**config.mk**
```make
export PLATFORM = sky130hd
export DESIGN_NAME = uart_rx_words_flat
export DESIGN_NICKNAME = d
export VERILOG_FILES = /design/src/rtl/uart_rx_words_if.sv /design/src/rtl/uart_rx_words.sv /design/src/flat_wrapper.sv
export SDC_FILE = /design/constraint.sdc
export NUM_CORES = 1
export LEC_CHECK = 0
export ABC_AREA = 1
export BUFFER_PORTS_ARGS = -buffer_cell sky130_fd_sc_hd__buf_4
export CORE_ASPECT_RATIO = 0.75
export CORE_MARGIN = 5
export CORE_UTILIZATION = 40
export DETAILED_ROUTE_END_ITERATION = 10
export PLACE_DENSITY = 0.62
export SLEW_MARGIN = 10
export SYNTH_ARGS = -nofsm -noshare
export SYNTH_HDL_FRONTEND = slang
export SYNTH_SLANG_ARGS = --single-unit
export TNS_END_PERCENT = 10
```
**constraint.sdc**
```tcl
create_clock -name clk -period 3.5 [get_ports clk]
set_clock_uncertainty 0.05 [all_clocks]
set_input_delay 0.175 -clock clk [delete_from_list [all_inputs] [get_ports clk]]
set_output_delay 0.175 -clock clk [all_outputs]
set_load 0.02 [all_outputs]
```
**src/rtl/uart_rx_words_if.sv**
```systemverilog
// Downstream word handshake between the UART word receiver and its consumer.
//   data_o      : packed received word, byte 0 = first byte seen on the line
//   down_valid  : data_o holds a word not yet accepted
//   down_ready  : consumer accepts; a transfer happens when down_valid && down_ready
// master = the receiver (drives data_o/down_valid), slave = the consumer.
interface uart_rx_words_if #(
    parameter int DEPTH = 8
) ();
    logic [DEPTH-1:0][7:0] data_o;
    logic                  down_valid;
    logic                  down_ready;

    modport master (
        output data_o,
        output down_valid,
        input  down_ready
    );

    modport slave (
        input  data_o,
        input  down_valid,
        output down_ready
    );
endinterface

```
**src/rtl/uart_rx_words.sv**
```systemverilog
// UART 8N1 receiver and word packer.
// Deserialises LSB-first bytes from rx, collects DEPTH bytes into one packed
// word and offers it downstream on a valid/ready handshake. Framing errors
// and dropped words are reported as single-cycle pulses.
// Ports:
//   clk        : system clock, rising edge
//   arstn      : asynchronous active-low reset
//   rx         : serial line, idle high, asynchronous to clk
//   bus        : word handshake (data_o, down_valid out; down_ready in)
//   frame_err  : 1-cycle pulse, stop bit sampled low (byte discarded)
//   overrun    : 1-cycle pulse, completed word dropped because output still full
module uart_rx_words #(
    parameter int CLK_FREQ = 50_000_000,
    parameter int boadrate = 115200,
    parameter int DEPTH    = 8
) (
    input  logic            clk,
    input  logic            arstn,
    input  logic            rx,
    uart_rx_words_if.master bus,
    output logic            frame_err,
    output logic            overrun
);

    localparam int BIT_CYCLES  = CLK_FREQ / boadrate;
    localparam int HALF_CYCLES = BIT_CYCLES / 2;
    localparam int CNT_W       = $clog2(BIT_CYCLES + 1);
    localparam int IDX_W       = $clog2(DEPTH + 1);

    localparam logic [CNT_W-1:0] BIT_LAST  = CNT_W'(BIT_CYCLES - 1);
    localparam logic [CNT_W-1:0] HALF_LAST = CNT_W'(HALF_CYCLES - 1);
    localparam logic [CNT_W-1:0] CNT_ZERO  = CNT_W'(1'b0);
    localparam logic [CNT_W-1:0] CNT_ONE   = CNT_W'(1'b1);
    localparam logic [IDX_W-1:0] IDX_LAST  = IDX_W'(DEPTH - 1);
    localparam logic [IDX_W-1:0] IDX_ZERO  = IDX_W'(1'b0);
    localparam logic [IDX_W-1:0] IDX_ONE   = IDX_W'(1'b1);

    typedef enum logic [2:0] {
        ST_IDLE      = 3'd0,
        ST_START     = 3'd1,
        ST_DATA      = 3'd2,
        ST_STOP      = 3'd3,
        ST_WAIT_HIGH = 3'd4
    } state_t;

    // Line synchroniser; reset low so a line held low out of reset never
    // looks like a falling edge.
    logic rx_meta_r;
    logic rx_sync_r;
    logic rx_prev_r;

    state_t                state_r;
    state_t                state_s;
    logic [CNT_W-1:0]      cnt_r;
    logic [CNT_W-1:0]      cnt_s;
    logic [2:0]            bit_cnt_r;
    logic [2:0]            bit_cnt_s;
    logic [7:0]            shift_r;
    logic [7:0]            shift_s;
    logic [IDX_W-1:0]      idx_r;
    logic [IDX_W-1:0]      idx_s;
    logic                  store_s;
    logic                  done_s;
    logic                  done_r;
    logic                  ferr_s;
    logic [DEPTH-1:0][7:0] word_r;
    logic [DEPTH-1:0][7:0] data_r;
    logic                  valid_r;
    logic                  frame_err_r;
    logic                  overrun_r;

    // Two-flop synchroniser plus previous-value flop for edge detection.
    always_ff @(posedge clk or negedge arstn) begin
        if (!arstn) begin
            rx_meta_r <= 1'b0;
            rx_sync_r <= 1'b0;
            rx_prev_r <= 1'b0;
        end else begin
            rx_meta_r <= rx;
            rx_sync_r <= rx_meta_r;
            rx_prev_r <= rx_sync_r;
        end
    end

    // Receiver FSM state register.
    always_ff @(posedge clk or negedge arstn) begin
        if (!arstn) begin
            state_r <= ST_IDLE;
        end else begin
            state_r <= state_s;
        end
    end

    // Next-state, bit timing and byte/word bookkeeping.
    always_comb begin
        state_s   = state_r;
        cnt_s     = cnt_r;
        bit_cnt_s = bit_cnt_r;
        shift_s   = shift_r;
        idx_s     = idx_r;
        store_s   = 1'b0;
        done_s    = 1'b0;
        ferr_s    = 1'b0;
        case (state_r)
            ST_IDLE: begin
                cnt_s = CNT_ZERO;
                if (rx_prev_r && !rx_sync_r) begin
                    bit_cnt_s = 3'd0;
                    state_s   = ST_START;
                end else begin
                    state_s = ST_IDLE;
                end
            end
            ST_START: begin
                // Half a bit in: confirm the start bit is still low.
                if (cnt_r == HALF_LAST) begin
                    cnt_s = CNT_ZERO;
                    if (rx_sync_r) begin
                        state_s = ST_IDLE;
                    end else begin
                        state_s = ST_DATA;
                    end
                end else begin
                    cnt_s = cnt_r + CNT_ONE;
                end
            end
            ST_DATA: begin
                if (cnt_r == BIT_LAST) begin
                    cnt_s   = CNT_ZERO;
                    shift_s = {rx_sync_r, shift_r[7:1]};
                    if (bit_cnt_r == 3'd7) begin
                        state_s = ST_STOP;
                    end else begin
                        bit_cnt_s = bit_cnt_r + 3'd1;
                    end
                end else begin
                    cnt_s = cnt_r + CNT_ONE;
                end
            end
            ST_STOP: begin
                if (cnt_r == BIT_LAST) begin
                    cnt_s = CNT_ZERO;
                    if (rx_sync_r) begin
                        store_s = 1'b1;
                        state_s = ST_IDLE;
                        if (idx_r == IDX_LAST) begin
                            idx_s  = IDX_ZERO;
                            done_s = 1'b1;
                        end else begin
                            idx_s = idx_r + IDX_ONE;
                        end
                    end else begin
                        ferr_s  = 1'b1;
                        state_s = ST_WAIT_HIGH;
                    end
                end else begin
                    cnt_s = cnt_r + CNT_ONE;
                end
            end
            ST_WAIT_HIGH: begin
                // A low stop bit may be a break; wait for the line to recover.
                if (rx_sync_r) begin
                    state_s = ST_IDLE;
                end else begin
                    state_s = ST_WAIT_HIGH;
                end
            end
            default: begin
                state_s = ST_IDLE;
                cnt_s   = CNT_ZERO;
            end
        endcase
    end

    // Receive datapath registers: counters, shift register, word assembly.
    always_ff @(posedge clk or negedge arstn) begin
        if (!arstn) begin
            cnt_r       <= CNT_ZERO;
            bit_cnt_r   <= 3'd0;
            shift_r     <= 8'h00;
            idx_r       <= IDX_ZERO;
            done_r      <= 1'b0;
            frame_err_r <= 1'b0;
            word_r      <= '{default: 8'h00};
        end else begin
            cnt_r       <= cnt_s;
            bit_cnt_r   <= bit_cnt_s;
            shift_r     <= shift_s;
            idx_r       <= idx_s;
            done_r      <= done_s;
            frame_err_r <= ferr_s;
            for (int i = 0; i < DEPTH; i++) begin
                if (store_s && (idx_r == IDX_W'(i))) begin
                    word_r[i] <= shift_r;
                end
            end
        end
    end

    // Output word register and handshake. A completed word (done_r) loads
    // when the output is empty or being accepted this cycle; otherwise it is
    // dropped and overrun pulses.
    always_ff @(posedge clk or negedge arstn) begin
        if (!arstn) begin
            data_r    <= '{default: 8'h00};
            valid_r   <= 1'b0;
            overrun_r <= 1'b0;
        end else begin
            if (done_r) begin
                if (!valid_r || bus.down_ready) begin
                    data_r    <= word_r;
                    valid_r   <= 1'b1;
                    overrun_r <= 1'b0;
                end else begin
                    overrun_r <= 1'b1;
                end
            end else begin
                overrun_r <= 1'b0;
                if (valid_r && bus.down_ready) begin
                    valid_r <= 1'b0;
                end else begin
                    valid_r <= valid_r;
                end
            end
        end
    end

    assign bus.data_o     = data_r;
    assign bus.down_valid = valid_r;
    assign frame_err      = frame_err_r;
    assign overrun        = overrun_r;

endmodule

```
**src/flat_wrapper.sv**
```systemverilog
// flat-port wrapper written by rule: the top's interface ports become plain ports
module uart_rx_words_flat 
#(
    parameter int CLK_FREQ = 50_000_000,
    parameter int boadrate = 115200,
    parameter int DEPTH    = 8
)
  (clk, arstn, rx, frame_err, overrun, bus_data_o, bus_down_valid, bus_down_ready);
  uart_rx_words_if #(.DEPTH(DEPTH)) bus_i ();
  input  logic clk;
  input  logic arstn;
  input  logic rx;
  output logic frame_err;
  output logic overrun;
  output wire logic [$bits(bus_i.data_o)-1:0] bus_data_o;
  output wire logic [$bits(bus_i.down_valid)-1:0] bus_down_valid;
  input wire logic [$bits(bus_i.down_ready)-1:0] bus_down_ready;
  assign bus_data_o = bus_i.data_o;
  assign bus_down_valid = bus_i.down_valid;
  assign bus_i.down_ready = bus_down_ready;
  uart_rx_words #(.CLK_FREQ(CLK_FREQ), .boadrate(boadrate), .DEPTH(DEPTH)) u_core (.clk(clk), .arstn(arstn), .rx(rx), .bus(bus_i), .frame_err(frame_err), .overrun(overrun));
endmodule
```
==> impl_metrics.py, run 1 <==
metrics = {
    "synthesis": {
        "synth.ff_latch_count": 162,
        "synth_cell_types": 30,
        "synth_ff_type": "dfrtp_1",
        "syn_avg_cell_area_um2": 10.5,
        "postSynth.asyncResetShare": 1.00,
        "synth_area_leader_cell": "dfrtp_1",
        "netlist_area_um2": 6750,
        "yosysTopAreaCellShare": 0.601,
        "synth.most_common_cell": "nand2_1",
        "synth_nets": 655,
        "ys_warn_count": 0,
        "ys_top_cells_by_count": "nand2_1, dfrtp_1, nand4_1",
        "ys_seq_area_frac": 0.601,
        "netlist_instances": 642,
        "synthTopCellsByArea": "dfrtp_1, mux2_2, nand2_1, nand4_1, ha_1",
        "synth-edff-count": 0,
    },
    "timing": {
        "relSlewSlack": 0.308,
        "finalSetupViolCount": 0,
        "tns_ns": 0,
        "drv_slew": 0,
        "rsz0062_at_grt": "no",
        "period_minus_slack_ns": 2.49,
        "worst_pin_slew_ns": 1.04,
        "fmax_mhz": 402,
        "period_share": 0.711,
        "hold_slack_ns": 0.334,
        "hold_viol_final": 0,
        "setup_slack_ns": 1.01,
    },
    "clock_network": {
        "cts.htree.levels": 4,
        "root_buffer": "clkbuf_16",
        "cts_tree": "yes",
        "clk_pin_slew_ns": 0.06,
        "post-cts-setup-buffers": 0,
        "clock_path_buffers": 2,
        "cts.sinks": 162,
        "clk_latency_ns": 0.42,
        "numCtsBuffers": 17,
    },
    "detailed_routing": {
        "vias_per_cell": 5.06,
        "ant_nets": 0,
        "wire_per_inst_um": 15.8,
        "routed_wirelength_um": 14700,
        "drt-initial-drc-count": 323,
        "vias": 4723,
        "dr.pass1.iters": 5,
        "drc": 0,
    },
    "cells_and_area": {
        "drive_gt1_frac": 0.258,
        "nets": 719,
        "design_area_um2": 8050,
        "fin_util": 0.483,
        "synthToLayoutAreaGrowth_pct": 19.3,
        "insertedDiodeCount": 0,
        "instances_no_fill": 933,
    },
    "place": {
        "numPortBuffers": 70,
        "place_congestion": 0.790,
        "dp_hpwl_um": 10100,
        "place_inst": 899,
        "place_area_um2": 7450,
        "dpl_worst_slack_ns": 1.05,
    },
    "global_route": {
        "grt.overflow.total": 0,
        "grt_pass1_vias": 4804,
        "grt_max_degree": 98,
        "grt_use_total": 0.157,
        "grt_pass1_wl_um": 24600,
        "antenna_found_initial": 0,
    },
    "job": {
        "drv_cap": 0,
    },
    "worst_setup_path": {
        "start_kind": "register",
        "end_kind": "register",
        "critical_path_required_ns": 3.80,
        "critPathArrivalTime_ns": 2.79,
        "critical_path_class": "register to register",
        "path_max_fanout": 53,
    },
    "floorplan": {
        "fp.dieH_um": 122,
        "start_util": 0.405,
        "ios": 71,
        "die_w_um": 160,
        "die_area_um2": 19600,
        "num_rows": 41,
        "core_um2": 16700,
    },
    "power": {
        "peakVddDrop_v": 0.000257,
        "leakagePower_nw": 4.30,
        "p_total_mw": 4.12,
        "power.density_nw_per_um2": 511,
    },
    "worst_hold_path": {
        "min_path_type": "register to register",
    },
    "run_status": {
        "status": "completed",
    },
}
==> report_power, final <==
| part | internal (mW) | switching (mW) | total, mW | leakage, nW |
|---|---|---|---|---|
| Combinational | 0.104 | 0.226 | 0.330 | 1.79 |
| Clock | 1.08 | 0.712 | 1.79 | 0.272 |
| Sequential | 1.93 | 0.0664 | 2.00 | 2.23 |
| Total | 3.11 | 1.00 | 4.12 | 4.30 |
==> sequential cells by signal (all words and copies together), names as in the netlist <==
name / count
u_core.bus.data_o: 64
u_core.word_r: 64
u_core.cnt_r: 9
u_core.shift_r: 8
u_core.idx_r: 4
u_core.bit_cnt_r: 3
u_core.state_r: 3
u_core.bus.down_valid: 1
u_core.done_r: 1
u_core.frame_err: 1
u_core.overrun: 1
u_core.rx_meta_r: 1
u_core.rx_prev_r: 1
u_core.rx_sync_r: 1
==> per-layer routing <==
metal / share of wire / GRT usage
met1: 0.46 / 0.211
met2: 0.47 / 0.251
met3: 0.054 / 0.0450
met4: 0.0072 / 0.0441
met5: 0 / 0
==> layout by cell type (no fill, tap or decap), types with 4 or more instances in the layout <==
master / synthesis / final
buf_4: 1 / 78
clkbuf_16: 0 / 17
dfrtp_1: 162 / 162
nor2_1: 25 / 24
nand3_1: 12 / 12
ha_1: 9 / 9
nand4_1: 76 / 76
nand2_1: 184 / 183
o21ai_0: 11 / 11
inv_1: 30 / 30
nor2_2: 4 / 4
a21oi_1: 7 / 7
mux2_2: 64 / 64
==> kinds of logic (layout without fill, tap and decap cells) <==
| group | after synthesis | in the layout | share of synthesized area |
|---|---|---|---|
| AO/OA/AOI/OAI | 24 | 24 | 0.0185 |
| multiplexers | 64 | 64 | 0.107 |
| buffers and inverters | 70 | 146 | 0.0438 |
| flip-flops | 162 | 162 | 0.601 |
| XOR/XNOR | 2 | 2 | 0.00260 |
| AND/OR/NAND/NOR | 311 | 311 | 0.211 |
| adder cells (fa/ha/maj) | 9 | 9 | 0.0167 |
==> worst max-delay path: stages (launching register included) <==
cell and delay [ns]:
dfrtp_1 0.40, inv_1 0.11, ha_1 0.18, nand2_1 0.07, nor2_2 0.13, nand3_2 0.13, nor2_4 0.80, buf_4 0.30
nand4_1 0.11, nand2_1 0.12
==> worst paths after layout <==
path                            depth (start not counted)                     to  slack (ns)             start
worst max-delay path                                    9      u_core.word_r[33]        1.01   u_core.cnt_r[1]
worst max register to register                          9      u_core.word_r[33]        1.01   u_core.cnt_r[1]
worst min register to register                          0       u_core.rx_sync_r        0.33  u_core.rx_meta_r
max in group asynchronous                               3      u_core.word_r[40]        2.00             arstn
min in group asynchronous                               2  u_core.bus.data_o[13]        0.37             arstn
worst min-delay path                                    0       u_core.rx_sync_r        0.33  u_core.rx_meta_r
==> timing repair <==
action | CTS | global route
endpoints found under the setup margin | 0 | 0
hold endpoints to repair | 98 | 0
hold buffers | 3 | 0
gates resized for setup | 0 | 0
==> final cells by class <==
cell class,instances,area (um^2)
fillers,1460,8620
flip-flops and latches,162,4050
multi-input cells,410,2410
repair buffers,82,627
clock buffers,22,464
well taps,215,269
inverters,33,124
clock inverters,9,106
(Power assumes the default switching activity.)
==> run 2: changes to the inputs <==
==> constraint.sdc (replaced) <==
create_clock -name clk -period 2.3 [get_ports clk]
set_clock_uncertainty 0.05 [all_clocks]
set_input_delay 0.115 -clock clk [delete_from_list [all_inputs] [get_ports clk]]
set_output_delay 0.115 -clock clk [all_outputs]
set_load 0.02 [all_outputs]
==> run 2 against run 1 <==
Utilization increased by 0.49 points. Critical endpoint is now u_core.word_r[19]. Hold slack lost 0.13 ns. Sequential power increased by 52%. Global-route usage rose by 0.52 points. Final cell count up 1.2%. First-iteration DRC count shrank 13%. Via count rose by 1.5%.
==> impl_metrics.py, run 2 (synthesis results as in run 1) <==
metrics = {
    "floorplan": {
        "start_util": 0.405,
        "ios": 71,
        "num_rows": 41,
        "die_w_um": 160,
        "die_area_um2": 19600,
        "core_um2": 16700,
        "fp.dieH_um": 122,
    },
    "worst_setup_path": {
        "critical_path_required_ns": 2.56,
        "r2r_slack_ns": 0.31,
        "r2r-start": "u_core.cnt_r[1]",
        "reg2reg_to": "u_core.word_r[19]",
        "critical_path_class": "register to register",
        "start_kind": "register",
        "end_kind": "register",
        "critPathArrivalTime_ns": 2.25,
        "worstRegToRegCells": 9,
        "path_max_fanout": 8,
    },
    "cells_and_area": {
        "nets": 729,
        "design_area_um2": 8130,
        "drive_gt1_frac": 0.273,
        "synthToLayoutAreaGrowth_pct": 20.5,
        "layout_commonest_cell": "nand2_1",
        "n_fill_cell": 1478,
        "mostFrequentLayoutCells": "nand2_1, dfrtp_1, buf_4",
        "insertedDiodeCount": 0,
    },
    "timing": {
        "fmax_mhz": 503,
        "finalSetupViolCount": 0,
        "rsz0062_at_grt": "no",
        "period_share": 0.865,
        "tns_ns": 0,
        "relSlewSlack": 0.565,
        "drv_slew": 0,
        "hold_viol_final": 0,
        "period_minus_slack_ns": 1.99,
        "worst_pin_slew_ns": 0.652,
    },
    "clock_network": {
        "clk_latency_ns": 0.42,
        "cts_resized": 0,
        "root_buffer": "clkbuf_16",
        "cts_tree": "yes",
        "cts.htree.levels": 4,
        "clock_path_buffers": 2,
        "clk_pin_slew_ns": 0.06,
        "cts.sinks": 162,
        "numCtsBuffers": 17,
    },
    "detailed_routing": {
        "ant_nets": 0,
        "routed_wirelength_um": 14800,
        "drc": 0,
        "drt-met1-wl_um": 7090,
        "wl_met2_um": 6840,
        "wire_per_inst_um": 15.7,
        "vias": 4793,
        "vias_per_cell": 5.08,
        "met3_wirelength_um": 730,
        "dr.pass1.iters": 5,
        "highest_layer": "met4",
        "drt-initial-drc-count": 282,
    },
    "worst_hold_path": {
        "min_path_type": "primary input to async pin",
    },
    "global_route": {
        "antenna_found_initial": 0,
        "grt_pass1_wl_um": 25600,
        "grt.overflow.total": 0,
        "grt_max_degree": 71,
        "grt_use_total": 0.162,
        "grt_pass1_vias": 4925,
    },
    "power": {
        "p_total_mw": 6.21,
        "leakagePower_nw": 4.34,
        "peakVddDrop_v": 0.000444,
        "power.density_nw_per_um2": 763,
    },
    "place": {
        "place_area_um2": 7540,
        "dp_hpwl_um": 10100,
        "place_congestion": 0.863,
        "numPortBuffers": 70,
    },
    "job": {
        "drv_cap": 0,
    },
    "run_status": {
        "status": "completed",
    },
}
[run 2: changes by cell type in the layout (fill, tap and decap cells not counted), sizes merged]
| cell | delta |
|---|---|
| buf | +10 |
| clkinv | -1 |
| bufinv | -2 |
| inv | +4 |
| clkbuf | -2 |
| clkinvlp | +2 |
[run 2: worst max-delay path by stage]
stage	start	endpoint	slack, ns
floorplan	u_core.cnt_r[1]	u_core.word_r[0]	0.71
global placement	u_core.cnt_r[1]	u_core.word_r[22]	0.44
detailed placement	u_core.cnt_r[1]	u_core.word_r[19]	0.30
CTS	u_core.cnt_r[1]	u_core.word_r[19]	0.30
global route	u_core.cnt_r[1]	u_core.word_r[16]	0.09
finish	u_core.cnt_r[1]	u_core.word_r[19]	0.31
[run 2: cell type report]
type | count | area, um^2 | share of cell area
timing repair buffer | 92 | 714 | 0.0878
sequential | 162 | 4050 | 0.498
multi-input combinational | 410 | 2410 | 0.296
inverter | 33 | 124 | 0.0152
tap | 215 | 269 | 0.0331
clock inverter | 12 | 97.6 | 0.0120
clock buffer | 20 | 467 | 0.0574
[run 2: repair_timing]
action	4_1_cts	5_1_grt
endpoints found under the setup margin	0	0
buffers inserted	0	0
endpoints found under the hold margin	68	0
hold buffers	3	0
[run 2: report_power, final]
part / internal [mW] / total (mW) / leakage, nW / switching (mW)
registers: 2.93 / 3.03 / 2.23 / 0.0955
logic: 0.174 / 0.510 / 1.85 / 0.336
clock network: 1.49 / 2.67 / 0.264 / 1.18
total: 4.59 / 6.21 / 4.34 / 1.61
[run 2: worst max-delay path, cell delays in order (launching register included)]
cell     delay, ns
dfrtp_1       0.40
inv_1         0.10
ha_1          0.17
nand2_1       0.07
nor2_2        0.13
nand2_2       0.13
nor2_4        0.22
nand4_1       0.35
nand2_1       0.19
nand2_1       0.06
[run 2: metal layers]
layer / track usage / up-vias
met5: 0 / -
met4: 0.0510 / 0
met3: 0.0433 / 14
met2: 0.253 / 115
met1: 0.224 / 2350
li1: - / 2314
[run 2: through the flow]
stage,instances,hold slack [ns],setup slack (ns),util
detailed placement,909,0.118,0.301,0.452
CTS,944,0.243,0.298,0.488
floorplan,642,-0.231,0.713,-
global placement,909,0.111,0.438,0.452
global route,944,0.295,0.0948,0.488
finish,944,0.207,0.312,0.488
==> run 3: changes to the inputs <==
--- a/config.mk
+++ b/config.mk
@@ -9,9 +9,9 @@
 export BUFFER_PORTS_ARGS = -buffer_cell sky130_fd_sc_hd__buf_4
 export CORE_ASPECT_RATIO = 0.75
 export CORE_MARGIN = 5
-export CORE_UTILIZATION = 40
+export CORE_UTILIZATION = 58
 export DETAILED_ROUTE_END_ITERATION = 10
-export PLACE_DENSITY = 0.62
+export PLACE_DENSITY = 0.83
 export SLEW_MARGIN = 10
 export SYNTH_ARGS = -nofsm -noshare
 export SYNTH_HDL_FRONTEND = slang
==> constraint.sdc (replaced) <==
create_clock -name clk -period 2.3 [get_ports clk]
set_clock_uncertainty 0.05 [all_clocks]
set_input_delay 0.115 -clock clk [delete_from_list [all_inputs] [get_ports clk]]
set_output_delay 0.115 -clock clk [all_outputs]
set_load 0.1 [all_outputs]
==> run 3 against run 2 <==
Maximum frequency is 0.58% lower. First-iteration DRC count is 57% higher. Routed wire length up 0.87%. Critical endpoint is now u_core.word_r[34].
==> impl_metrics.py, run 3 (synthesis results as in run 1) <==
metrics = {
    "run_status": {
        "status": "completed",
    },
    "place": {
        "place_congestion": 0.898,
        "dp_hpwl_um": 9900,
        "numPortBuffers": 70,
        "place_inst": 834,
    },
    "global_route": {
        "grt_use_total": 0.229,
        "grt_max_degree": 101,
        "grt.overflow.total": 0,
        "antenna_found_initial": 0,
        "grt_pass1_wl_um": 24900,
        "grt_pass1_vias": 4920,
    },
    "timing": {
        "finalSetupViolCount": 0,
        "tns_ns": 0,
        "drv_slew": 0,
        "period_share": 0.870,
        "relSlewSlack": 0.654,
        "rsz0062_at_grt": "no",
        "period_minus_slack_ns": 2.00,
        "fmax_mhz": 500,
        "worst_pin_slew_ns": 0.519,
        "hold_viol_final": 0,
        "hold_slack_ns": 0.0581,
    },
    "detailed_routing": {
        "ant_nets": 0,
        "vias": 4974,
        "drc": 0,
        "drt-initial-drc-count": 444,
        "dr.pass1.iters": 5,
        "routed_wirelength_um": 14900,
        "vias_per_cell": 5.73,
        "wire_per_inst_um": 17.2,
    },
    "worst_setup_path": {
        "start_kind": "register",
        "critical_path_required_ns": 2.61,
        "end_kind": "register",
        "path_max_fanout": 28,
        "critPathArrivalTime_ns": 2.31,
        "critical_path_class": "register to register",
    },
    "job": {
        "drv_cap": 0,
    },
    "cells_and_area": {
        "n_fill_cell": 796,
        "layout_commonest_cell": "nand2_1",
        "instances_no_fill": 868,
        "drive_gt1_frac": 0.268,
        "synthToLayoutAreaGrowth_pct": 19.9,
        "insertedDiodeCount": 0,
        "mostFrequentLayoutCells": "nand2_1, dfrtp_1, buf_4",
        "nets": 725,
    },
    "clock_network": {
        "root_buffer": "clkbuf_16",
        "cts_resized": 0,
        "numCtsBuffers": 17,
        "clock_path_buffers": 2,
        "cts_tree": "yes",
        "clk_latency_ns": 0.42,
        "cts.sinks": 162,
        "cts.htree.levels": 4,
        "clk_pin_slew_ns": 0.07,
    },
    "power": {
        "leakagePower_nw": 4.36,
        "peakVddDrop_v": 0.000703,
        "power.density_nw_per_um2": 801,
        "p_total_mw": 6.48,
    },
    "floorplan": {
        "fp.dieH_um": 103,
        "num_rows": 34,
        "die_area_um2": 13900,
        "die_w_um": 135,
        "ios": 71,
        "core_um2": 11500,
        "start_util": 0.587,
    },
    "worst_hold_path": {
        "min_path_type": "primary input to async pin",
    },
}
[run 3: changes by cell type in the layout (fill, tap and decap cells not counted)]
cell / previous run / this run
buf_4: 87 / 81
bufinv_16: 0 / 3
clkinvlp_4: 5 / 2
buf_12: 1 / 3
clkbuf_8: 3 / 1
clkinv_4: 1 / 3
inv_6: 4 / 2
inv_8: 1 / 2
[run 3: report_power, final]
part           internal [mW]  switching, mW  total, mW
clock network           1.75           1.18       2.93
logic                  0.160          0.361      0.521
registers               2.93         0.0962       3.03
total                   4.85           1.64       6.48
[run 3: per-layer routing]
metal  part of all wire  GRT usage
met1               0.43      0.309
met2               0.48      0.368
met3              0.069     0.0653
met4              0.019     0.0704
met5                  0          0
[run 3: worst max-delay path, stage by stage (launching register included)]
cell     delay [ns]
dfrtp_1        0.40
inv_1          0.11
ha_1           0.17
nand2_1        0.07
nor2_2         0.12
nand3_2        0.15
nor2_4         0.41
buf_12         0.23
nand4_1        0.12
nand2_1        0.11
[run 3: per-stage QoR]
step | setup slack [ns] | instance area, um^2 | util
3_5_place_dp | 0.352 | 7450 | 0.648
6_report | 0.300 | 8090 | 0.704
3_3_place_gp | 0.471 | 7450 | 0.648
2_1_floorplan | 0.212 | 6750 | -
4_1_cts | 0.307 | 8090 | 0.704
5_1_grt | 0.145 | 8090 | 0.704
[run 3: layout make-up]
cell class / instances / area [um^2] / area share
multi-input cells: 410 / 2410 / 0.298
well taps: 144 / 180 / 0.0223
flip-flops and latches: 162 / 4050 / 0.501
inverters: 33 / 124 / 0.0153
clock buffers: 18 / 439 / 0.0543
repair buffers: 88 / 709 / 0.0877
clock inverters: 13 / 176 / 0.0218
[run 3: worst paths after layout]
check,startpoint,to,slack (ns),cells past startpoint
max reg2reg,u_core.cnt_r[1],u_core.word_r[34],0.30,9
min,arstn,u_core.bus.data_o[12],0.06,2
max,u_core.cnt_r[1],u_core.word_r[34],0.30,9
max in group asynchronous,arstn,u_core.bus.data_o[49],1.36,3
min reg2reg,u_core.rx_meta_r,u_core.rx_sync_r,0.31,0
min in group clk,rx,u_core.rx_meta_r,0.30,2
[run 3: timing repair]
action | 4_1_cts | 5_1_grt
buffers inserted | 0 | 0
hold buffers | 3 | 0
endpoints found under the hold margin | 165 | 0
